==> config.mk <==
export PLATFORM = sky130hd
export DESIGN_NAME = seg7_scan_decoder_flat
export DESIGN_NICKNAME = d
export VERILOG_FILES = /design/src/rtl/seg7_scan_decoder_if.sv /design/src/rtl/seg7_scan_decoder.sv /design/src/flat_wrapper.sv
export SDC_FILE = /design/constraint.sdc
export NUM_CORES = 1
export LEC_CHECK = 0
export CAP_MARGIN = 20
export CORE_ASPECT_RATIO = 0.6
export CORE_MARGIN = 2
export CORE_UTILIZATION = 30
export CTS_CLUSTER_SIZE = 28
export DETAILED_ROUTE_END_ITERATION = 6
export PLACE_DENSITY_LB_ADDON = 0.25
export SLEW_MARGIN = 20
export SYNTH_ARGS = -nofsm -noshare
export SYNTH_HDL_FRONTEND = slang
export SYNTH_SLANG_ARGS = --single-unit
==> constraint.sdc <==
create_clock -name clk -period 2.42 [get_ports clk]
set_input_delay 0.484 -clock clk [delete_from_list [all_inputs] [get_ports clk]]
set_output_delay 0.484 -clock clk [all_outputs]
set_load 0.005 [all_outputs]
==> src/rtl/seg7_scan_decoder_if.sv <==
// Bus bundle for seg7_scan_decoder: capture/clear strobes in, registered segment drive out.
// The master drives data and strobes; the slave (the decoder) drives the display lines.
interface seg7_scan_decoder_if;
    logic [7:0] data_in;
    logic       zero_in;
    logic       load;
    logic       clear;
    logic [6:0] seg;
    logic       dp;
    logic [1:0] digit_en;

    modport master (
        output data_in,
        output zero_in,
        output load,
        output clear,
        input  seg,
        input  dp,
        input  digit_en
    );

    modport slave (
        input  data_in,
        input  zero_in,
        input  load,
        input  clear,
        output seg,
        output dp,
        output digit_en
    );
endinterface

==> src/rtl/seg7_scan_decoder.sv <==
// Two-digit multiplexed 7-segment hex display driver with registered segment/digit outputs.
// Optional SEG7_LEADING_ZERO_BLANK_EN blanks a zero high digit during its time slot.
module seg7_scan_decoder #(
    parameter logic [15:0] REFRESH_DIV = 16'd50000
) (
    input logic                 clk,
    input logic                 reset,
    seg7_scan_decoder_if.slave  bus
);

    typedef enum logic [1:0] {
        StBlank  = 2'd0,
        StShowLo = 2'd1,
        StShowHi = 2'd2
    } state_e;

    localparam logic [15:0] LastCnt = REFRESH_DIV - 16'd1;

    state_e      state_q, state_d;
    logic [15:0] cnt_q, cnt_d;
    logic [7:0]  value_q, value_d;
    logic        zero_q, zero_d;
    logic [6:0]  seg_q, seg_d;
    logic        dp_q, dp_d;
    logic [1:0]  digit_en_q, digit_en_d;

    function automatic logic [6:0] hex_to_seg(input logic [3:0] nib);
        logic [6:0] s;
        case (nib)
            4'h0:    s = 7'h3F;
            4'h1:    s = 7'h06;
            4'h2:    s = 7'h5B;
            4'h3:    s = 7'h4F;
            4'h4:    s = 7'h66;
            4'h5:    s = 7'h6D;
            4'h6:    s = 7'h7D;
            4'h7:    s = 7'h07;
            4'h8:    s = 7'h7F;
            4'h9:    s = 7'h6F;
            4'hA:    s = 7'h77;
            4'hB:    s = 7'h7C;
            4'hC:    s = 7'h39;
            4'hD:    s = 7'h5E;
            4'hE:    s = 7'h79;
            default: s = 7'h71;
        endcase
        return s;
    endfunction

    // Next state, slot counter and latches.
    always_comb begin
        state_d = state_q;
        cnt_d   = cnt_q;
        value_d = value_q;
        zero_d  = zero_q;

        if (bus.clear) begin
            state_d = StBlank;
            cnt_d   = '0;
        end else begin
            if (bus.load) begin
                value_d = bus.data_in;
                zero_d  = bus.zero_in;
            end
            case (state_q)
                StBlank: begin
                    if (bus.load) begin
                        state_d = StShowLo;
                        cnt_d   = '0;
                    end
                end
                StShowLo, StShowHi: begin
                    // A load while scanning only refreshes the latches; slot timing runs on.
                    if (cnt_q == LastCnt) begin
                        cnt_d   = '0;
                        state_d = (state_q == StShowLo) ? StShowHi : StShowLo;
                    end else begin
                        cnt_d = cnt_q + 16'd1;
                    end
                end
                default: begin
                    state_d = StBlank;
                    cnt_d   = '0;
                end
            endcase
        end
    end

    // Output image derived from the current state and latches, registered one clock later.
    always_comb begin
        seg_d      = 7'h00;
        dp_d       = 1'b0;
        digit_en_d = 2'b00;
        case (state_q)
            StShowLo: begin
                digit_en_d = 2'b01;
                seg_d      = hex_to_seg(value_q[3:0]);
                dp_d       = zero_q;
            end
            StShowHi: begin
`ifdef SEG7_LEADING_ZERO_BLANK_EN
                if (value_q[7:4] != 4'h0) begin
                    digit_en_d = 2'b10;
                    seg_d      = hex_to_seg(value_q[7:4]);
                end
`else
                digit_en_d = 2'b10;
                seg_d      = hex_to_seg(value_q[7:4]);
`endif
            end
            default: begin
                seg_d      = 7'h00;
                dp_d       = 1'b0;
                digit_en_d = 2'b00;
            end
        endcase
    end

    always_ff @(posedge clk) begin
        if (reset) begin
            state_q    <= StBlank;
            cnt_q      <= '0;
            value_q    <= 8'h00;
            zero_q     <= 1'b0;
            seg_q      <= 7'h00;
            dp_q       <= 1'b0;
            digit_en_q <= 2'b00;
        end else begin
            state_q    <= state_d;
            cnt_q      <= cnt_d;
            value_q    <= value_d;
            zero_q     <= zero_d;
            seg_q      <= seg_d;
            dp_q       <= dp_d;
            digit_en_q <= digit_en_d;
        end
    end

    assign bus.seg      = seg_q;
    assign bus.dp       = dp_q;
    assign bus.digit_en = digit_en_q;

`ifndef SYNTHESIS
    always_ff @(posedge clk) begin
        if (!reset) begin
            assert (digit_en_q != 2'b11);
            assert (cnt_q <= LastCnt);
        end
    end
`endif

endmodule

==> src/flat_wrapper.sv <==
// flat-port wrapper written by rule: the top's interface ports become plain ports
module seg7_scan_decoder_flat 
#(
    parameter logic [15:0] REFRESH_DIV = 16'd50000
)
  (clk, reset, bus_data_in, bus_zero_in, bus_load, bus_clear, bus_seg, bus_dp, bus_digit_en);
  seg7_scan_decoder_if bus_i ();
  input logic clk;
  input logic reset;
  input wire logic [$bits(bus_i.data_in)-1:0] bus_data_in;
  input wire logic [$bits(bus_i.zero_in)-1:0] bus_zero_in;
  input wire logic [$bits(bus_i.load)-1:0] bus_load;
  input wire logic [$bits(bus_i.clear)-1:0] bus_clear;
  output wire logic [$bits(bus_i.seg)-1:0] bus_seg;
  output wire logic [$bits(bus_i.dp)-1:0] bus_dp;
  output wire logic [$bits(bus_i.digit_en)-1:0] bus_digit_en;
  assign bus_i.data_in = bus_data_in;
  assign bus_i.zero_in = bus_zero_in;
  assign bus_i.load = bus_load;
  assign bus_i.clear = bus_clear;
  assign bus_seg = bus_i.seg;
  assign bus_dp = bus_i.dp;
  assign bus_digit_en = bus_i.digit_en;
  seg7_scan_decoder #(.REFRESH_DIV(REFRESH_DIV)) u_core (.clk(clk), .reset(reset), .bus(bus_i));
endmodule
==> reports/results.ini <==
[outcome]
status = completed

[detailed_routing]
routedWlPerCell_um = 12.7
vias = 1811
drt_iter0_markers = 56
drt-total-wl_um = 5210
dr.pass1.iters = 4
antenna_left = 0
route.detailed.drc = 0
routed_via_density = 4.41

[synthesis]
synth.cell_area_um2 = 2410
yosys_warnings = 0
synth_seq_cells = 51
syn_inst = 246
synth_top_family_by_area = simple AND/OR/NAND/NOR gates
dominantRegCellSynth = dfxtp_1
yosys-top-cells-area = dfxtp_1, ha_1, nor2_1
synth_cell_type_count = 41
synthArstFlopShare = 0
synthSimpleGateAreaFrac = 0.191
synth.area.mux_share = 0.0955
synth_compound_area_frac = 0.0659
yosysTopAreaCell = dfxtp_1
synth_top_area_frac = 0.424
synth_fa_ha_area_frac = 0.109
syn_avg_cell_area_um2 = 9.80
synth_xor_area_frac = 0.0618
seq_area_frac_synth = 0.424
synth_edf_count = 0
synthesis.nets = 280

[grt]
overflow = 0
grtUsageTotal = 0.131
grt_max_degree = 18
grt_pass1_vias = 1740
antenna_found_initial = 0
grt_first_pass_wirelength_um = 8690

[timing]
rsz0062_at_grt = true
period_share = 0.950
finalCriticalPeriod_ps = 2300
final.setup.worst_slack_ps = 122
maxSlewHeadroom = 0.713
hold_viol_final = 0
max_freq_mhz = 435
final.setup_skew_ps = 6.21
setup_viol = 0
worst_pin_slew_ps = 429
maxSlewViolCount = 0
tns_ps = 0

[clocking]
clockBufferDepth = 2
h-tree-depth = 2
cts_setup_buffers = 0
root_buffer = clkbuf_16
clk_pin_slew_ps = 70
insertion_delay_ps = 300
cts_num_sinks = 51
cts_tree = done
cts_buffers = 5

[worst_setup_path]
worstPathArrival_ps = 2540
critPathMaxFanout = 7
worst-setup-path-type = in2reg
path_common_cell = inv_1
crit_path_end_kind = flip-flop
cp_cell_sequence = clkdlybuf4s50_1 -> nand2b_1 -> buf_12 -> mux2i_1 -> nor2_1 -> inv_1 -> ha_1 -> inv_1 -> mux4_2 -> inv_1
slowest_delay_ps = 440
critPathLaunchType = primary input
slowest_stage = mux4_2
required_ps = 2660

[place]
io_buffers = 22
gp_congestion = 0.845
post-place-ws_ps = -202
place_hpwl_um = 4020
placed_cell_area_um2 = 2980

[power]
p_leak_nw = 1.27
p_switching_uw = 464
finalPower_mw = 1.95
p_int_mw = 1.48
ir_drop_mv = 0.246
power_density_nw_per_um2 = 616
comb_power_share = 0.118
swShare = 0.238
seqPwrFrac = 0.452
pwr-share-clk = 0.430

[die]
die_h_um = 73.4
start_util = 0.308
die_area_um2 = 8790
rows = 25
die_w_um = 120
ios = 23
fp.coreArea_um2 = 7820

[cells_and_area]
areaGrowthSynthToFinish_pct = 31.2
post-route-util = 0.404
final_common_cell = dfxtp_1
final_cell_mix = dfxtp_1, nor2_1, buf_4
final_area_um2 = 3160
antennaDiodeCount = 0
drive_gt1_frac = 0.195
fin_nets = 336

[flow_run]
cap_violations = 0

[min_path]
min_path_type = reg2reg

## cells in the mapped netlist, types with 3 or more instances
library cell   n
and3b_1        3
dfxtp_1       51
clkbuf_1       3
nor2b_1        3
nand3_1        8
a22oi_1        9
nand2_1        4
xnor2_1        8
a21oi_1        6
xor2_1         9
nand4_1        4
mux2i_1       14
nor2_1        44
inv_1         15
nor3_1         5
ha_1          21
mux2_2         4
## layer usage
layer  track usage  vias to the layer above  wire length, µm
met5             0                        -                0
met4        0.0549                        0               83
met3        0.0326                        7              230
met2         0.169                       36             1920
met1         0.200                      819             2980
li1              -                      949                -
## final timing paths
kind / from / to / slack (ps) / cells after the start
worst max-delay path: bus_clear / flip-flop / 120 / 10
worst min-delay path: flip-flop / u_core.bus.seg[5] / 470 / 2
worst max register to register: u_core.cnt_q[12] / u_core.cnt_q[3] / 570 / 5
worst min register to register: flip-flop / u_core.bus.seg[5] / 470 / 2
## final cells by class
type / instances / area [µm²]
multi-input cells: 170 / 1270
fillers: 802 / 4660
well taps: 108 / 135
clock buffers: 5 / 125
repair buffers: 59 / 510
inverters: 15 / 56.3
clock inverters: 3 / 47.5
flip-flops and latches: 51 / 1020
## worst max-delay path: cells and delay by family
family | cells | cell delay [ps]
adder cells (fa/ha/maj) | 1 | 310
AND/OR/NAND/NOR | 2 | 360
buffers and inverters | 5 | 820
multiplexers | 2 | 570
## cell families (layout without fill, tap and decap cells)
kind of cell,Yosys count,in the layout
flops,51,51
xor+xnor,17,17
compound gates,22,22
fa+ha+maj,21,21
buf+inv,25,82
mux,20,20
simple gates,90,90
## metrics by stage
stage	std cells	hold WS, ps
after CTS	411	473
after global routing	411	501
after detailed placement	403	456
after global placement	403	463
after floorplan	246	438
final	411	472
## power by group through the flow
stage	logic, mW	clock network, mW	registers, mW
2_1_floorplan	0.131	0	0.898
3_3_place_gp	0.228	0	0.901
3_5_place_dp	0.229	0	0.901
4_1_cts	0.230	0.864	0.882
5_1_grt	0.255	0.886	0.884
6_report	0.230	0.838	0.882
## what timing repair did
item / in CTS / in global routing
hold buffers: 0 / 0
gates resized for setup: 0 / 2
setup endpoints to repair: 0 / 1
Note: power is estimated with default switching activity, not from simulation.
